<file path="src/rtl/decomp_pkg.sv">
// rtl/decomp_pkg.sv - shared types and defaults for the decompression sequencer
// Purpose: FSM state and PC-classification enums plus default parameter values.
package decomp_pkg;

   typedef enum logic {FETCH, EXPAND} seq_state_t;

   typedef enum logic [1:0] {SEQ, REPEAT, BRANCH} pc_class_t;

   localparam logic [31:0] PC_RST_DEFAULT = 32'hFFFF_FFFC;
   localparam logic [3:0]  OPCODE_DEFAULT = 4'b1111;

endpackage

</file>
<file path="src/rtl/decomp_pc_classifier.sv">
// rtl/decomp_pc_classifier.sv - classifies a CPU fetch PC against the previous one
// Purpose: combinational SEQ / REPEAT / BRANCH decision.
// Ports:
//   cpu_pc       in  WIDTH   PC of the current request
//   last_cpu_pc  in  WIDTH   PC of the last accepted request
//   pc_class     out         SEQ (last+PCADD), REPEAT (same PC) or BRANCH
module decomp_pc_classifier
   import decomp_pkg::*;
#(
   parameter int               WIDTH = 32,
   parameter logic [WIDTH-1:0] PCADD = 'h4
) (
   input  logic [WIDTH-1:0] cpu_pc,
   input  logic [WIDTH-1:0] last_cpu_pc,
   output pc_class_t        pc_class
);

   logic [WIDTH-1:0] seq_pc;

   // Sum wraps modulo 2^WIDTH, so the reset value last+PCADD lands on PC 0.
   assign seq_pc = last_cpu_pc + PCADD;

   always_comb begin
      pc_class = BRANCH;
      if (cpu_pc == seq_pc)
         pc_class = SEQ;
      else if (cpu_pc == last_cpu_pc)
         pc_class = REPEAT;
   end

endmodule

</file>
<file path="src/rtl/decomp_sequencer.sv">
// rtl/decomp_sequencer.sv - fetch sequencer for the instruction-decompression path
// Purpose: maps the CPU PC stream onto the compressed PC, expands tokens into two
// table words delivered on consecutive fetches, handles branches and table-write stalls.
// Ports:
//   clk, reset                  clock (rising) and async active-low reset
//   cpu_req, cpu_pc             CPU fetch request and program counter
//   wme                         token-table write enable, blocks fetches
//   stall                       request present but not accepted this cycle
//   mem_addr, mem_rdata         compressed-memory address / combinational read data
//   tbl_addr0/1, tbl_data0/1    token-table indexes (consecutive, wrapping) and words
//   instr_out, instr_valid      registered response, valid one cycle after acceptance
module decomp_sequencer
   import decomp_pkg::*;
#(
   parameter int                 WIDTH   = 32,
   parameter logic [WIDTH-1:0]   PCADD   = 'h4,
   parameter int                 ENC_LEN = 4,
   parameter logic [ENC_LEN-1:0] OPCODE  = OPCODE_DEFAULT,
   parameter logic [WIDTH-1:0]   PC_RST  = PC_RST_DEFAULT
) (
   input  logic                       clk,
   input  logic                       reset,
   input  logic                       cpu_req,
   input  logic [WIDTH-1:0]           cpu_pc,
   input  logic                       wme,
   output logic                       stall,
   output logic [WIDTH-1:0]           mem_addr,
   input  logic [WIDTH-1:0]           mem_rdata,
   output logic [WIDTH-ENC_LEN-1:0]   tbl_addr0,
   output logic [WIDTH-ENC_LEN-1:0]   tbl_addr1,
   input  logic [WIDTH-1:0]           tbl_data0,
   input  logic [WIDTH-1:0]           tbl_data1,
   output logic [WIDTH-1:0]           instr_out,
   output logic                       instr_valid
);

   localparam int TW = WIDTH - ENC_LEN;
   localparam logic [TW-1:0] TBL_ONE = {{(TW-1){1'b0}}, 1'b1};

   seq_state_t       state, state_d;
   pc_class_t        pc_class;
   logic [WIDTH-1:0] cpc, cpc_d;
   logic [WIDTH-1:0] last_cpu_pc, last_d;
   logic [WIDTH-1:0] second_q, second_d;
   logic [WIDTH-1:0] instr_d;
   logic             valid_d;
   logic             accept;
   logic             token;

   decomp_pc_classifier #(
      .WIDTH (WIDTH),
      .PCADD (PCADD)
   ) u_classifier (
      .cpu_pc      (cpu_pc),
      .last_cpu_pc (last_cpu_pc),
      .pc_class    (pc_class)
   );

   assign accept    = cpu_req & ~wme;
   assign stall     = cpu_req & wme;
   assign mem_addr  = (pc_class == BRANCH) ? cpu_pc : cpc;
   assign token     = (mem_rdata[WIDTH-1 -: ENC_LEN] == OPCODE);
   assign tbl_addr0 = mem_rdata[TW-1:0];
   assign tbl_addr1 = tbl_addr0 + TBL_ONE;

   always_ff @(posedge clk or negedge reset) begin
      if (!reset) begin
         state       <= FETCH;
         cpc         <= '0;
         last_cpu_pc <= PC_RST;
         second_q    <= '0;
         instr_out   <= '0;
         instr_valid <= 1'b0;
      end else begin
         state       <= state_d;
         cpc         <= cpc_d;
         last_cpu_pc <= last_d;
         second_q    <= second_d;
         instr_out   <= instr_d;
         instr_valid <= valid_d;
      end
   end

   always_comb begin
      state_d  = state;
      cpc_d    = cpc;
      last_d   = last_cpu_pc;
      second_d = second_q;
      instr_d  = instr_out;
      valid_d  = 1'b0;
      if (accept) begin
         valid_d = 1'b1;
         if (pc_class == REPEAT) begin
            // Re-issue the held response; nothing else moves.
         end else if (state == EXPAND && pc_class == SEQ) begin
            // Second half of a token: the compressed PC already points past it.
            instr_d = second_q;
            last_d  = cpu_pc;
            state_d = FETCH;
         end else begin
            // Fresh fetch; a branch out of EXPAND simply abandons second_q.
            if (token) begin
               instr_d  = tbl_data0;
               second_d = tbl_data1;
               state_d  = EXPAND;
            end else begin
               instr_d  = mem_rdata;
               state_d  = FETCH;
            end
            cpc_d  = mem_addr + PCADD;
            last_d = cpu_pc;
         end
      end
   end

endmodule

</file>
<file path="config.mk">
export PLATFORM = sky130hd
export DESIGN_NAME = decomp_sequencer
export DESIGN_NICKNAME = d
export VERILOG_FILES = /design/src/rtl/decomp_pkg.sv /design/src/rtl/decomp_pc_classifier.sv /design/src/rtl/decomp_sequencer.sv
export SDC_FILE = /design/constraint.sdc
export NUM_CORES = 1
export LEC_CHECK = 0
export ABC_CLOCK_PERIOD_IN_PS = 3800
export BUFFER_PORTS_ARGS = -buffer_cell sky130_fd_sc_hd__clkbuf_2
export CAP_MARGIN = 25
export CORE_ASPECT_RATIO = 0.7
export CORE_MARGIN = 2
export CORE_UTILIZATION = 48
export CTS_CLUSTER_SIZE = 16
export DETAILED_ROUTE_END_ITERATION = 8
export PLACE_DENSITY = 0.79
export SLEW_MARGIN = 25
export SYNTH_ARGS = -nofsm -noshare
export SYNTH_HDL_FRONTEND = slang
export SYNTH_HIERARCHICAL = 1
export SYNTH_SLANG_ARGS = --single-unit
</file>
<file path="constraint.sdc">
create_clock -name clk -period 3.8 [get_ports clk]
set_input_delay 0.38 -clock clk [delete_from_list [all_inputs] [get_ports clk]]
set_output_delay 0.38 -clock clk [all_outputs]
set_load 0.01 [all_outputs]
</file>
Word level (Yosys, flattened, before mapping)
Index checks and enable logic that the tools add are counted.
Storage, ports and cells
  flip-flop bits (word level): 130
  bits of input ports: 132
  word-level logic and storage cells: 32
Operators by class
  add/sub/neg operators: 3
  equal/unequal tests: 5
  muxes and demuxes: 8
  bitwise gates (word level): 5
  reduce and logical (&&, ||, !) cells: 5
Operators with widths (number)
  32-bit 2-to-1 mux: 3
  32-bit by 3-bit adder with 32-bit output, second input constant: 2
  32-bit == test: 2
  28-bit by 1-bit adder with 28-bit output, second input constant: 1
  4-bit == test, second input constant: 1
  2-bit 2-to-1 mux: 2
  4-bit AND reduction: 1
  1-bit 2-to-1 mux: 3
  1-bit NOT: 3
  3-bit AND reduction: 1
  1-bit bitwise AND: 2
  2-bit by 1-bit == test with 1-bit output, second input constant: 1
  2-bit == test, second input constant: 1
  2-bit zero test: 1
  2-bit AND reduction: 1
  1-bit logical AND: 1

Logic depth before layout (Yosys ltp)
Gate-level depths: netlist of run 1.
  word-level depth: 7
  depth in mapped cells: 19
  depth with buffers taken out: 16

By module
The synthesis of run 1 kept the hierarchy.
Modules (own cells, without submodules)
  decomp_sequencer: instances 1, cells each 705, area each 7273.2 um^2, seq. area each 3290.7 um^2
  decomp_pc_classifier: instances 1, cells each 176, area each 1227.4 um^2, seq. area each 0.0 um^2

Worst setup path after synthesis of run 1
OpenSTA, ideal clock, no wires.
  path type: reg-to-reg
  from: register last_cpu_pc[2]
  to: register cpc[12]
  setup time: 0.125 ns
  arrival time: 3.999 ns
  data required time: 3.675 ns
  slack: -0.324 ns
  cell stages (with the launch flop): 20
  buffers on the path: 3
  clock period less this slack: 4.124 ns
  path through: dfstp_2 ha_1 nand3_1 nor3_2 mux2i_1 mux2i_1 a2bb2oi_1 nor4_1 a31oi_1 nand2b_4 buf_2 buf_4 clkbuf_1 nand2_1 nand2_1 ha_1 o211ai_2 nand2b_1 xnor2_1 mux2_2
On the way
  elaborated cells between the ends (all ways): 14
RTL lines
  start: declaration: line decomp_sequencer.sv:43  | logic [WIDTH-1:0] last_cpu_pc, last_d;
  start signal: assignment: line decomp_sequencer.sv:77  | last_cpu_pc <= last_d;
  32-bit by 3-bit adder with 32-bit output / 32-bit == test (equally long branches): line decomp_pc_classifier.sv:21, decomp_pc_classifier.sv:27
  32-bit == test / 2-bit 2-to-1 mux (equally long branches): line decomp_pc_classifier.sv:25, decomp_pc_classifier.sv:27
  2-bit 2-to-1 mux (*): line decomp_pc_classifier.sv:25  | if (cpu_pc == seq_pc)
  via pc_class[1]: line decomp_sequencer.sv:41  | pc_class_t pc_class;
  2-bit == test (*): line decomp_sequencer.sv:61  | assign mem_addr = (pc_class == BRANCH) ? cpu_pc : cpc;
  32-bit 2-to-1 mux (*): line decomp_sequencer.sv:61
  via mem_addr[3]: line decomp_sequencer.sv:27  | output logic [WIDTH-1:0] mem_addr,
  32-bit by 3-bit adder with 32-bit output (*): line decomp_sequencer.sv:110  | cpc_d = mem_addr + PCADD;
  end signal: assignment: line decomp_sequencer.sv:76  | cpc <= cpc_d;
  end: declaration: line decomp_sequencer.sv:42  | logic [WIDTH-1:0] cpc, cpc_d;
The timed path passes the listed nets; every way through them passes the cells marked *.
A chain may end at the register's enable or synchronous reset.

Final worst setup path of run 1
  from: register last_cpu_pc[7]
  to: output mem_addr[27]
On the way
  longest elaborated chain between the ends: 5
  elaborated cells between the ends (all ways): 7
RTL lines (line)
  32-bit by 3-bit adder with 32-bit output / 32-bit == test (equally long branches): decomp_pc_classifier.sv:21, decomp_pc_classifier.sv:27
  32-bit == test / 2-bit 2-to-1 mux (equally long branches): decomp_pc_classifier.sv:25, decomp_pc_classifier.sv:27
  2-bit 2-to-1 mux (*): decomp_pc_classifier.sv:25
  via pc_class[1]: decomp_sequencer.sv:41
  2-bit == test (*): decomp_sequencer.sv:61
  32-bit 2-to-1 mux (*): decomp_sequencer.sv:61
  end: declaration: decomp_sequencer.sv:27
Marks and branches as above.

==> results of run 1 <==
logic make-up (layout without fill, tap and decap cells):
kind of cell               count (synthesis)  count (layout)  share of synthesized area, %
AOI/OAI and AO/OA                        127             127                         10.14
xor gates and xnor gates                  98              98                         10.10
adders and majority gates                  3               3                        0.4416
buffers and inverters                     81             382                         5.225
DFF                                      130             130                         38.71
muxes                                    124             124                         16.16
and+or+nand+nor                          318             318                         19.22
cells in the mapped netlist, types with 9 or more instances:
| master | n |
|---|---|
| a22oi_1 | 31 |
| and3_1 | 23 |
| buf_2 | 9 |
| buf_4 | 30 |
| clkbuf_1 | 28 |
| dfrtp_1 | 100 |
| dfstp_2 | 30 |
| inv_1 | 9 |
| mux2_2 | 77 |
| mux2i_1 | 42 |
| nand2_1 | 155 |
| nand3_1 | 24 |
| nand4_1 | 15 |
| nor2_1 | 29 |
| nor3_1 | 17 |
| o21ai_0 | 53 |
| xnor2_1 | 65 |
| xor2_1 | 33 |
final cells by class:
| cell class | instances | area (um2) | share of cell area, % |
|---|---|---|---|
| clock buffers | 18 | 429.2 | 3.633 |
| clock inverters | 14 | 227.7 | 1.928 |
| repair buffers | 341 | 2175 | 18.41 |
| well taps | 231 | 289.0 | 2.447 |
| multi-input cells | 670 | 5369 | 45.45 |
| inverters | 9 | 33.78 | 0.2860 |
| flip-flops and latches | 130 | 3291 | 27.85 |
per-layer routing:
metal	share of wire (%)	track usage [%]
met1	45	43.26
met2	45	42.63
met3	8.2	5.952
met4	1.5	7.847
met5	0	0
metrics by stage:
stage | setup slack, ps | setup TNS (ps) | instances | power, mW
2_1_floorplan | 4.210 | 0 | 881 | 2.361
3_3_place_gp | -18.96 | -18.96 | 1351 | 2.756
3_5_place_dp | -184.9 | -1238 | 1351 | 2.790
4_1_cts | -53.82 | -218.1 | 1403 | 4.692
5_1_grt | -320.1 | -11420 | 1413 | 4.933
6_report | -153.2 | -2989 | 1413 | 4.722
worst max-delay path by stage:
stage,start,endpoint,slack [ps],cells after the start
6_report,last_cpu_pc[7]$_DFFE_PN1P_,mem_addr[27],-150,13
3_3_place_gp,last_cpu_pc[7]$_DFFE_PN1P_,cpc[27]$_DFFE_PN0P_,-20,16
2_1_floorplan,last_cpu_pc[2]$_DFFE_PN1P_,cpc[12]$_DFFE_PN0P_,4,19
5_1_grt,last_cpu_pc[7]$_DFFE_PN1P_,cpc[23]$_DFFE_PN0P_,-320,16
3_5_place_dp,last_cpu_pc[7]$_DFFE_PN1P_,cpc[27]$_DFFE_PN0P_,-180,16
4_1_cts,last_cpu_pc[8]$_DFFE_PN1P_,mem_addr[27],-50,13
registers in the layout (all words and copies together) (netlist names):
signal	flops
cpc	32
last_cpu_pc	32
instr_out	32
second_q	32
instr_valid	1
state	1
placed cells by master (no fill, tap or decap), types with 5 or more instances in the layout:
cell type,n
nor2_1,24
buf_12,8
buf_4,66
mux2i_2,7
dfstp_2,30
nor4_1,5
mux2i_4,8
buf_6,26
nand2_4,17
bufinv_16,5
nor3_1,11
o21ai_0,47
clkbuf_2,238
nand4_1,15
mux2_2,69
and3_1,19
inv_1,9
nand2_1,130
o21ai_1,12
a22oi_1,31
mux2i_1,32
nand2_2,8
mux2_4,8
xnor2_1,65
clkbuf_16,17
nand3_1,23
clkinv_4,5
dfrtp_1,100
xor2_1,33
critical path, cell delays in order (launching register included):
cell       delay [ps]
dfstp_2           540
buf_6              90
nand4_1           230
nor3_4            320
mux2i_1           220
mux2i_1           130
a2bb2oi_2         180
nor4_4            330
a31oi_4           160
nand2b_4          150
buf_12            160
buf_4             140
mux2_4            330
clkbuf_2          150
power breakdown:
group,internal (mW),switching (mW),leakage [nW],total [mW]
sequential,1.63,0.167,1.56,1.80
clock,1.18,0.668,0.316,1.84
combinational,0.506,0.575,3.64,1.08
total,3.31,1.41,5.52,4.72
timing repair:
action                                  CTS  global route
endpoints found under the hold margin     0             0
endpoints found under the setup margin   45            55
gates resized for setup                  51           110
pin swaps                                19            28
setup buffers                            21            11
==> impl_metrics.env, run 1 <==
export IMPL_grt_usage_pct=28.94
export IMPL_initial_utilization_pct=49.23
export IMPL_hold_viol_final=5
export IMPL_yosysWarnings=6
export IMPL_path_max_fanout=12
export IMPL_antenna_found_initial=0
export IMPL_ios=254
export IMPL_synthFlopType="dfrtp_1"
export IMPL_total_leakage_power_nw=5.521
export IMPL_startpoint_type="register"
export IMPL_first_pass_iters=6
export IMPL_synth_area_top_cells="dfrtp_1 (29%), mux2_2 (10%), dfstp_2 (9.3%), nand2_1 (6.8%), xnor2_1 (6.7%)"
export IMPL_syn_nets=1016
export IMPL_die_w_um=163.1
export IMPL_n_antenna_cell=0
export IMPL_hold_buffers=0
export IMPL_clock_sinks=130
export IMPL_synthArstFlopShare_pct=100.0
export IMPL_die_area_um2=18810
export IMPL_final_util_pct=68.42
export IMPL_dr_total_vias=8147
export IMPL_drv_slew=0
export IMPL_slew_headroom_pct=47.24
export IMPL_syn_avg_cell_area_um2=9.649
export IMPL_violations="negative hold slack, negative setup slack"
export IMPL_p_per_area_nw_per_um2=399.7
export IMPL_reg2reg_from="last_cpu_pc[7]$_DFFE_PN1P_"
export IMPL_wl_per_cell_um=19.87
export IMPL_hpwl_mm=20.20
export IMPL_io_buffers=253
export IMPL_reg2reg_setup_slack_ps=-140
export IMPL_grt_max_degree=94
export IMPL_dpl_cell_area_um2=10230
export IMPL_clk_pin_slew_ps=60
export IMPL_drt_total_wl_mm=28.08
export IMPL_clk_path_buf_depth=2
export IMPL_status="finished with violations"
export IMPL_r2r_end="cpc[21]$_DFFE_PN0P_"
export IMPL_finalWorstSetupSlack_ps=-153.2
export IMPL_synth_edf_count=0
export IMPL_nFillCells=1351
export IMPL_drv_cap=0
export IMPL_tightest_slew_ps=791.4
export IMPL_h_tree_depth=4
export IMPL_holdCritPathClass="input port to asynchronous set/reset pin"
export IMPL_cts_buffers=17
export IMPL_fp_dieH_um=115.3
export IMPL_critPathKind="register to primary output"
export IMPL_drive_gt1_share_pct=49.66
export IMPL_clk_latency_ps=430
export IMPL_core_area_um2=17270
export IMPL_syn_to_final_growth_pct=38.98
export IMPL_ir_worst_vdd_uv=248.5
export IMPL_yosys_area_top_type="dfrtp_1"
export IMPL_drtAntennaViolNets=0
export IMPL_gp_congestion=0.9268
export IMPL_final_area_um2=11810
export IMPL_drt_iter0_drc=640
export IMPL_arrival_ps=3570
export IMPL_cts_root_buffer="clkbuf_16"
export IMPL_netlist_instances=881
export IMPL_cts_tree="yes"
export IMPL_r2r_cells=17
export IMPL_cp_end_kind="primary output"
export IMPL_overflow=0
export IMPL_period_needed_ps=3953
export IMPL_first_global_vias=7513
export IMPL_syn_area_um2=8501
export IMPL_grt_first_pass_wirelength_mm=41.53
export IMPL_vias_per_cell=5.766
export IMPL_skew_ps=12.49
export IMPL_fin_nets=1304
export IMPL_ys_seq_elements=130
export IMPL_rows=40
export IMPL_seq_area_frac_synth_pct=38.71
export IMPL_required_ps=3420
export IMPL_ys_types=69
export IMPL_drc=0
export IMPL_holdWs_ps=-26.39
export IMPL_netlist_area_leader_share_pct=29.44
export IMPL_rsz0062_at_grt="yes"
export IMPL_fmax_mhz=253.0
export IMPL_finalSetupViolations=37
export IMPL_period_share_pct=104.0
Power figures use the tool's default switching activity.
==> run 2, diff against run 1 <==
--- a/config.mk
+++ b/config.mk
@@ -13,9 +13,11 @@
 export CORE_UTILIZATION = 48
 export CTS_CLUSTER_SIZE = 16
 export DETAILED_ROUTE_END_ITERATION = 8
+export HOLD_SLACK_MARGIN = 0.05
 export PLACE_DENSITY = 0.79
 export SLEW_MARGIN = 25
 export SYNTH_ARGS = -nofsm -noshare
 export SYNTH_HDL_FRONTEND = slang
 export SYNTH_HIERARCHICAL = 1
 export SYNTH_SLANG_ARGS = --single-unit
+export TNS_END_PERCENT = 100
==> impl_metrics.env, run 2 (synthesized netlist as in run 1, its figures left out) <==
export IMPL_status="finished with violations"
export IMPL_violations="negative setup slack"
export IMPL_drv_cap=0
export IMPL_hold_viol_final=0
export IMPL_fmax_mhz=251.4
export IMPL_syn_to_final_growth_pct=39.09
export IMPL_finalSetupViolations=40
export IMPL_rows=40
export IMPL_holdCritPathClass="input port to register"
export IMPL_period_needed_ps=3978
export IMPL_nFillCells=1350
export IMPL_reg2reg_from="last_cpu_pc[7]$_DFFE_PN1P_"
export IMPL_clk_latency_ps=430
export IMPL_drtAntennaViolNets=0
export IMPL_grt_first_pass_wirelength_mm=41.53
export IMPL_reg2reg_setup_slack_ps=-150
export IMPL_endpoint="mem_addr[27]"
export IMPL_h_tree_depth=4
export IMPL_drt_iter0_drc=641
export IMPL_n_antenna_cell=0
export IMPL_clock_sinks=130
export IMPL_final_util_pct=68.48
export IMPL_r2r_cells=16
export IMPL_cts_buffers=17
export IMPL_r2r_end="cpc[26]$_DFFE_PN0P_"
export IMPL_path_max_fanout=12
export IMPL_grt_usage_pct=28.94
export IMPL_initial_utilization_pct=49.23
export IMPL_cts_tree="yes"
export IMPL_finalWorstSetupSlack_ps=-178.0
export IMPL_core_area_um2=17270
export IMPL_cts_root_buffer="clkbuf_16"
export IMPL_fp_dieH_um=115.3
export IMPL_drive_gt1_share_pct=49.62
export IMPL_final_cells=1414
export IMPL_drc=0
export IMPL_fin_nets=1305
export IMPL_total_leakage_power_nw=5.525
export IMPL_io_buffers=253
export IMPL_skew_ps=13.98
export IMPL_vias_per_cell=5.735
export IMPL_required_ps=3420
export IMPL_clk_path_buf_depth=2
export IMPL_cp_end_kind="primary output"
export IMPL_register_area_um2=3291
export IMPL_dr_total_vias=8109
export IMPL_p_total_mw=4.729
export IMPL_die_area_um2=18810
export IMPL_grt_max_degree=94
export IMPL_layout_common_cells="clkbuf_2 (238), nand2_1 (130), dfrtp_1 (100)"
export IMPL_hpwl_mm=20.20
export IMPL_p_per_area_nw_per_um2=400.0
export IMPL_first_global_vias=7515
export IMPL_clk_pin_slew_ps=70
export IMPL_multiInputGateArea_um2=5369
export IMPL_ios=254
export IMPL_first_pass_iters=5
export IMPL_overflow=0
export IMPL_period_share_pct=104.7
export IMPL_critPathKind="register to primary output"
export IMPL_wl_per_cell_um=19.91
export IMPL_startpoint_type="register"
export IMPL_layout_commonest_cell="clkbuf_2"
export IMPL_gp_congestion=0.9268
export IMPL_die_w_um=163.1
export IMPL_drt_total_wl_mm=28.16
export IMPL_slew_headroom_pct=47.42
export IMPL_ir_worst_vdd_uv=249.6
export IMPL_critPathLaunch="last_cpu_pc[7]$_DFFE_PN1P_"
export IMPL_drv_slew=0
export IMPL_placed_cells=1351
export IMPL_antenna_found_initial=0
export IMPL_arrival_ps=3600
export IMPL_rsz0062_at_grt="yes"
export IMPL_tightest_slew_ps=788.6
==> run 2: cell count changes in the layout (fill, tap and decap cells not counted), sizes merged <==
cell / delta
dlygate4sd3: +1
==> run 2: power breakdown <==
| part | switching [mW] | internal, mW |
|---|---|---|
| Sequential | 0.167 | 1.63 |
| Clock | 0.670 | 1.18 |
| Combinational | 0.579 | 0.506 |
| Total | 1.42 | 3.31 |
==> run 2: worst min-delay path by stage <==
stage                   startpoint                      end  slack [ps]  cells after the start
2_1_floorplan                reset       cpc[0]$_DFFE_PN0P_          80                      0
6_report              tbl_data1[4]  second_q[4]$_DFFE_PN0P_         180                      2
5_1_grt               tbl_data1[4]  second_q[4]$_DFFE_PN0P_         170                      2
3_5_place_dp                 reset      cpc[10]$_DFFE_PN0P_         470                      1
4_1_cts               tbl_data1[3]  second_q[3]$_DFFE_PN0P_         170                      2
3_3_place_gp   cpc[26]$_DFFE_PN0P_      cpc[26]$_DFFE_PN0P_         460                      2
==> run 2: through the flow <==
| step | TNS (ps) | hold slack, ps | area (um2) | setup slack (ps) |
|---|---|---|---|---|
| after detailed placement | -1238 | 468.0 | 10230 | -184.9 |
| after CTS | -218.1 | 170.2 | 11330 | -53.82 |
| final | -3845 | 179.8 | 11820 | -178.0 |
| after global routing | -11420 | 172.2 | 11820 | -320.1 |
| after floorplan | 0 | 84.41 | 8557 | 4.210 |
| after global placement | -18.96 | 459.6 | 10230 | -18.96 |
==> run 2: timing repair <==
| action | CTS | global route |
|---|---|---|
| hold buffers | 1 | 0 |
| hold endpoints to repair | 35 | 0 |
| endpoints found under the setup margin | 45 | 55 |
| pin swaps | 19 | 28 |
| resized for setup | 51 | 110 |
| setup buffers | 21 | 11 |
==> run 2: area by class of cell <==
class	count	area share (%)
multi-input cells	670	45.41
well taps	231	2.444
clock inverters	14	1.926
repair buffers	342	18.48
flip-flops and latches	130	27.83
clock buffers	18	3.630
inverters	9	0.2857
==> run 2: critical path, cell delays in order, from the launching register on <==
cell and delay, ps:
dfstp_2 540, buf_6 100, nand4_1 240, nor3_4 330, mux2i_1 230, mux2i_1 130
a2bb2oi_2 180, nor4_4 330, a31oi_4 160, nand2b_4 150, buf_12 160, buf_4 140
mux2_4 330, clkbuf_2 150
==> run 2: layer usage <==
metal	up-vias	wire length (um)	share of wire [%]	track usage [%]
met5	-	0	0	0
met1	4031	12830	46	43.26
met4	0	425	1.5	7.847
li1	3690	-	-	-
met3	33	2273	8.1	5.952
met2	355	12620	45	42.63
==> run 3, diff against run 2 <==
--- a/config.mk
+++ b/config.mk
@@ -15,7 +15,7 @@
 export DETAILED_ROUTE_END_ITERATION = 8
 export HOLD_SLACK_MARGIN = 0.05
 export PLACE_DENSITY = 0.79
-export SLEW_MARGIN = 25
+export SETUP_SLACK_MARGIN = 0.2
 export SYNTH_ARGS = -nofsm -noshare
 export SYNTH_HDL_FRONTEND = slang
 export SYNTH_HIERARCHICAL = 1
==> constraint.sdc (replaced) <==
create_clock -name clk -period 3.8 [get_ports clk]
set_input_delay 0.76 -clock clk [delete_from_list [all_inputs] [get_ports clk]]
set_output_delay 0.76 -clock clk [all_outputs]
set_load 0.01 [all_outputs]
==> impl_metrics.env, run 3 (synthesized netlist as in run 1, its figures left out) <==
export IMPL_register_area_um2=3291
export IMPL_intPower_mw=3.215
export IMPL_fin_nets=1376
export IMPL_n_antenna_cell=0
export IMPL_p_total_mw=4.649
export IMPL_drive_gt1_share_pct=52.59
export IMPL_total_leakage_power_nw=5.891
export IMPL_hpwl_mm=20.46
export IMPL_placed_cells=1393
export IMPL_crit_chain="and4_4 > nand4_4 > nor2_2 > xnor2_1 > a221oi_2 > a31o_2 > a31oi_4 > and2b_4 > buf_12 > mux2_2 > clkbuf_2"
export IMPL_power_frac_comb_pct=25.5
export IMPL_tightest_slew_ps=778.9
export IMPL_ios=254
export IMPL_vias_per_cell=5.855
export IMPL_clkPwrFrac_pct=35.9
export IMPL_finalWorstSetupSlack_ps=-352.2
export IMPL_period_needed_ps=4152
export IMPL_drv_cap=0
export IMPL_multiInputGateArea_um2=5405
export IMPL_first_pass_iters=5
export IMPL_cpMaxStageDelayCell="dfstp_2"
export IMPL_first_global_vias=8261
export IMPL_period_share_pct=109.3
export IMPL_drt_iter0_drc=977
export IMPL_cp_end_kind="primary output"
export IMPL_grt_usage_pct=32.60
export IMPL_fmax_mhz=240.8
export IMPL_syn_to_final_growth_pct=45.08
export IMPL_dr_total_vias=8689
export IMPL_h_tree_depth=4
export IMPL_overflow=0
export IMPL_hold_viol_final=0
export IMPL_drc=0
export IMPL_holdWs_ps=379.8
export IMPL_path_max_fanout=7
export IMPL_drtAntennaViolNets=0
export IMPL_clk_path_buf_depth=2
export IMPL_cts_root_buffer="clkbuf_16"
export IMPL_rsz0062_at_grt="yes"
export IMPL_drt_total_wl_mm=31.16
export IMPL_io_buffers=253
export IMPL_critPathKind="register to primary output"
export IMPL_status="finished with violations"
export IMPL_clock_sinks=130
export IMPL_dp_slack_ps=-119.3
export IMPL_ir_worst_vdd_uv=249.9
export IMPL_die_w_um=163.1
export IMPL_critPathLaunch="last_cpu_pc[4]$_DFFE_PN1P_"
export IMPL_core_area_um2=17270
export IMPL_startpoint_type="register"
export IMPL_final_area_um2=12330
export IMPL_grt_max_degree=94
export IMPL_power_frac_seq_pct=38.7
export IMPL_finalSetupTns_ps=-10860
export IMPL_final_util_pct=71.43
export IMPL_drv_slew=0
export IMPL_arrival_ps=3390
export IMPL_cts_buffers=17
export IMPL_layout_common_cells="clkbuf_2 (251), nand2_1 (125), buf_4 (120)"
export IMPL_wl_per_cell_um=21.00
export IMPL_dpl_cell_area_um2=10620
export IMPL_finalSetupViolations=52
export IMPL_cts_tree="yes"
export IMPL_final_cells=1484
export IMPL_rows=40
export IMPL_nFillCells=1198
export IMPL_layout_commonest_cell="clkbuf_2"
export IMPL_violations="negative setup slack"
export IMPL_antenna_found_initial=0
export IMPL_required_ps=3040
export IMPL_p_sw_share_pct=30.84
export IMPL_clk_latency_ps=420
export IMPL_holdCritPathClass="input port to asynchronous set/reset pin"
export IMPL_slowest_delay_ps=560
export IMPL_p_per_area_nw_per_um2=377.0
export IMPL_gp_congestion=0.9700
export IMPL_die_area_um2=18810
export IMPL_clk_pin_slew_ps=70
export IMPL_grt_first_pass_wirelength_mm=46.33
export IMPL_power_net_switching_mw=1.434
export IMPL_reg2reg_from="last_cpu_pc[4]$_DFFE_PN1P_"
export IMPL_slew_headroom_pct=48.08
export IMPL_fp_dieH_um=115.3
export IMPL_initial_utilization_pct=49.23
export IMPL_skew_ps=12.74
-- run 3: critical path, delay by kind of cell (launching register included) --
kind / cells / cell delay [ps]
mux: 1 / 380
xor+xnor: 1 / 150
simple gates: 4 / 1000
compound gates: 3 / 560
flops: 1 / 560
buf+inv: 2 / 280
-- run 3: cell type report --
cell class	count	area share [%]
timing repair buffer	412	22.07
inverter	9	0.2739
clock buffer	19	3.510
sequential	130	26.68
clock inverter	12	1.299
multi-input combinational	671	43.83
tap	231	2.344
-- run 3: timing repair --
item	in CTS	in global routing
endpoints found under the setup margin	54	121
gates cloned	2	0
pin swaps	35	17
gates resized for setup	115	28
hold buffers	0	0
setup buffers	48	10
-- run 3: power groups by stage --
stage / logic, mW / clock network (mW) / registers (mW)
after floorplan: 0.574 / 0 / 1.80
final: 1.18 / 1.67 / 1.80
after detailed placement: 1.03 / 0 / 1.81
after global routing: 1.27 / 1.76 / 1.82
after global placement: 1.01 / 0 / 1.80
after CTS: 1.12 / 1.69 / 1.78
-- run 3: final timing paths --
| check | end | slack (ps) | cells past startpoint |
|---|---|---|---|
| worst max-delay path | mem_addr[26] | -350 | 11 |
| worst min-delay path | cpc[9]$_DFFE_PN0P_ | 380 | 1 |
| worst max register to register | cpc[22]$_DFFE_PN0P_ | -180 | 18 |
| worst min register to register | instr_out[22]$_DFFE_PN0P_ | 500 | 2 |
| max in group asynchronous | last_cpu_pc[27]$_DFFE_PN1P_ | 2460 | 2 |
| min in group clk | instr_out[22]$_DFFE_PN0P_ | 500 | 2 |
-- run 3: routing by layer --
metal	vias up	GRT usage (%)	share of wire, %	routed length [um]
met2	554	49.44	45	13870
met3	125	6.782	9.8	3043
met5	-	0	0	0
met1	4183	45.46	42	13030
met4	0	14.22	3.9	1218
li1	3827	-	-	-
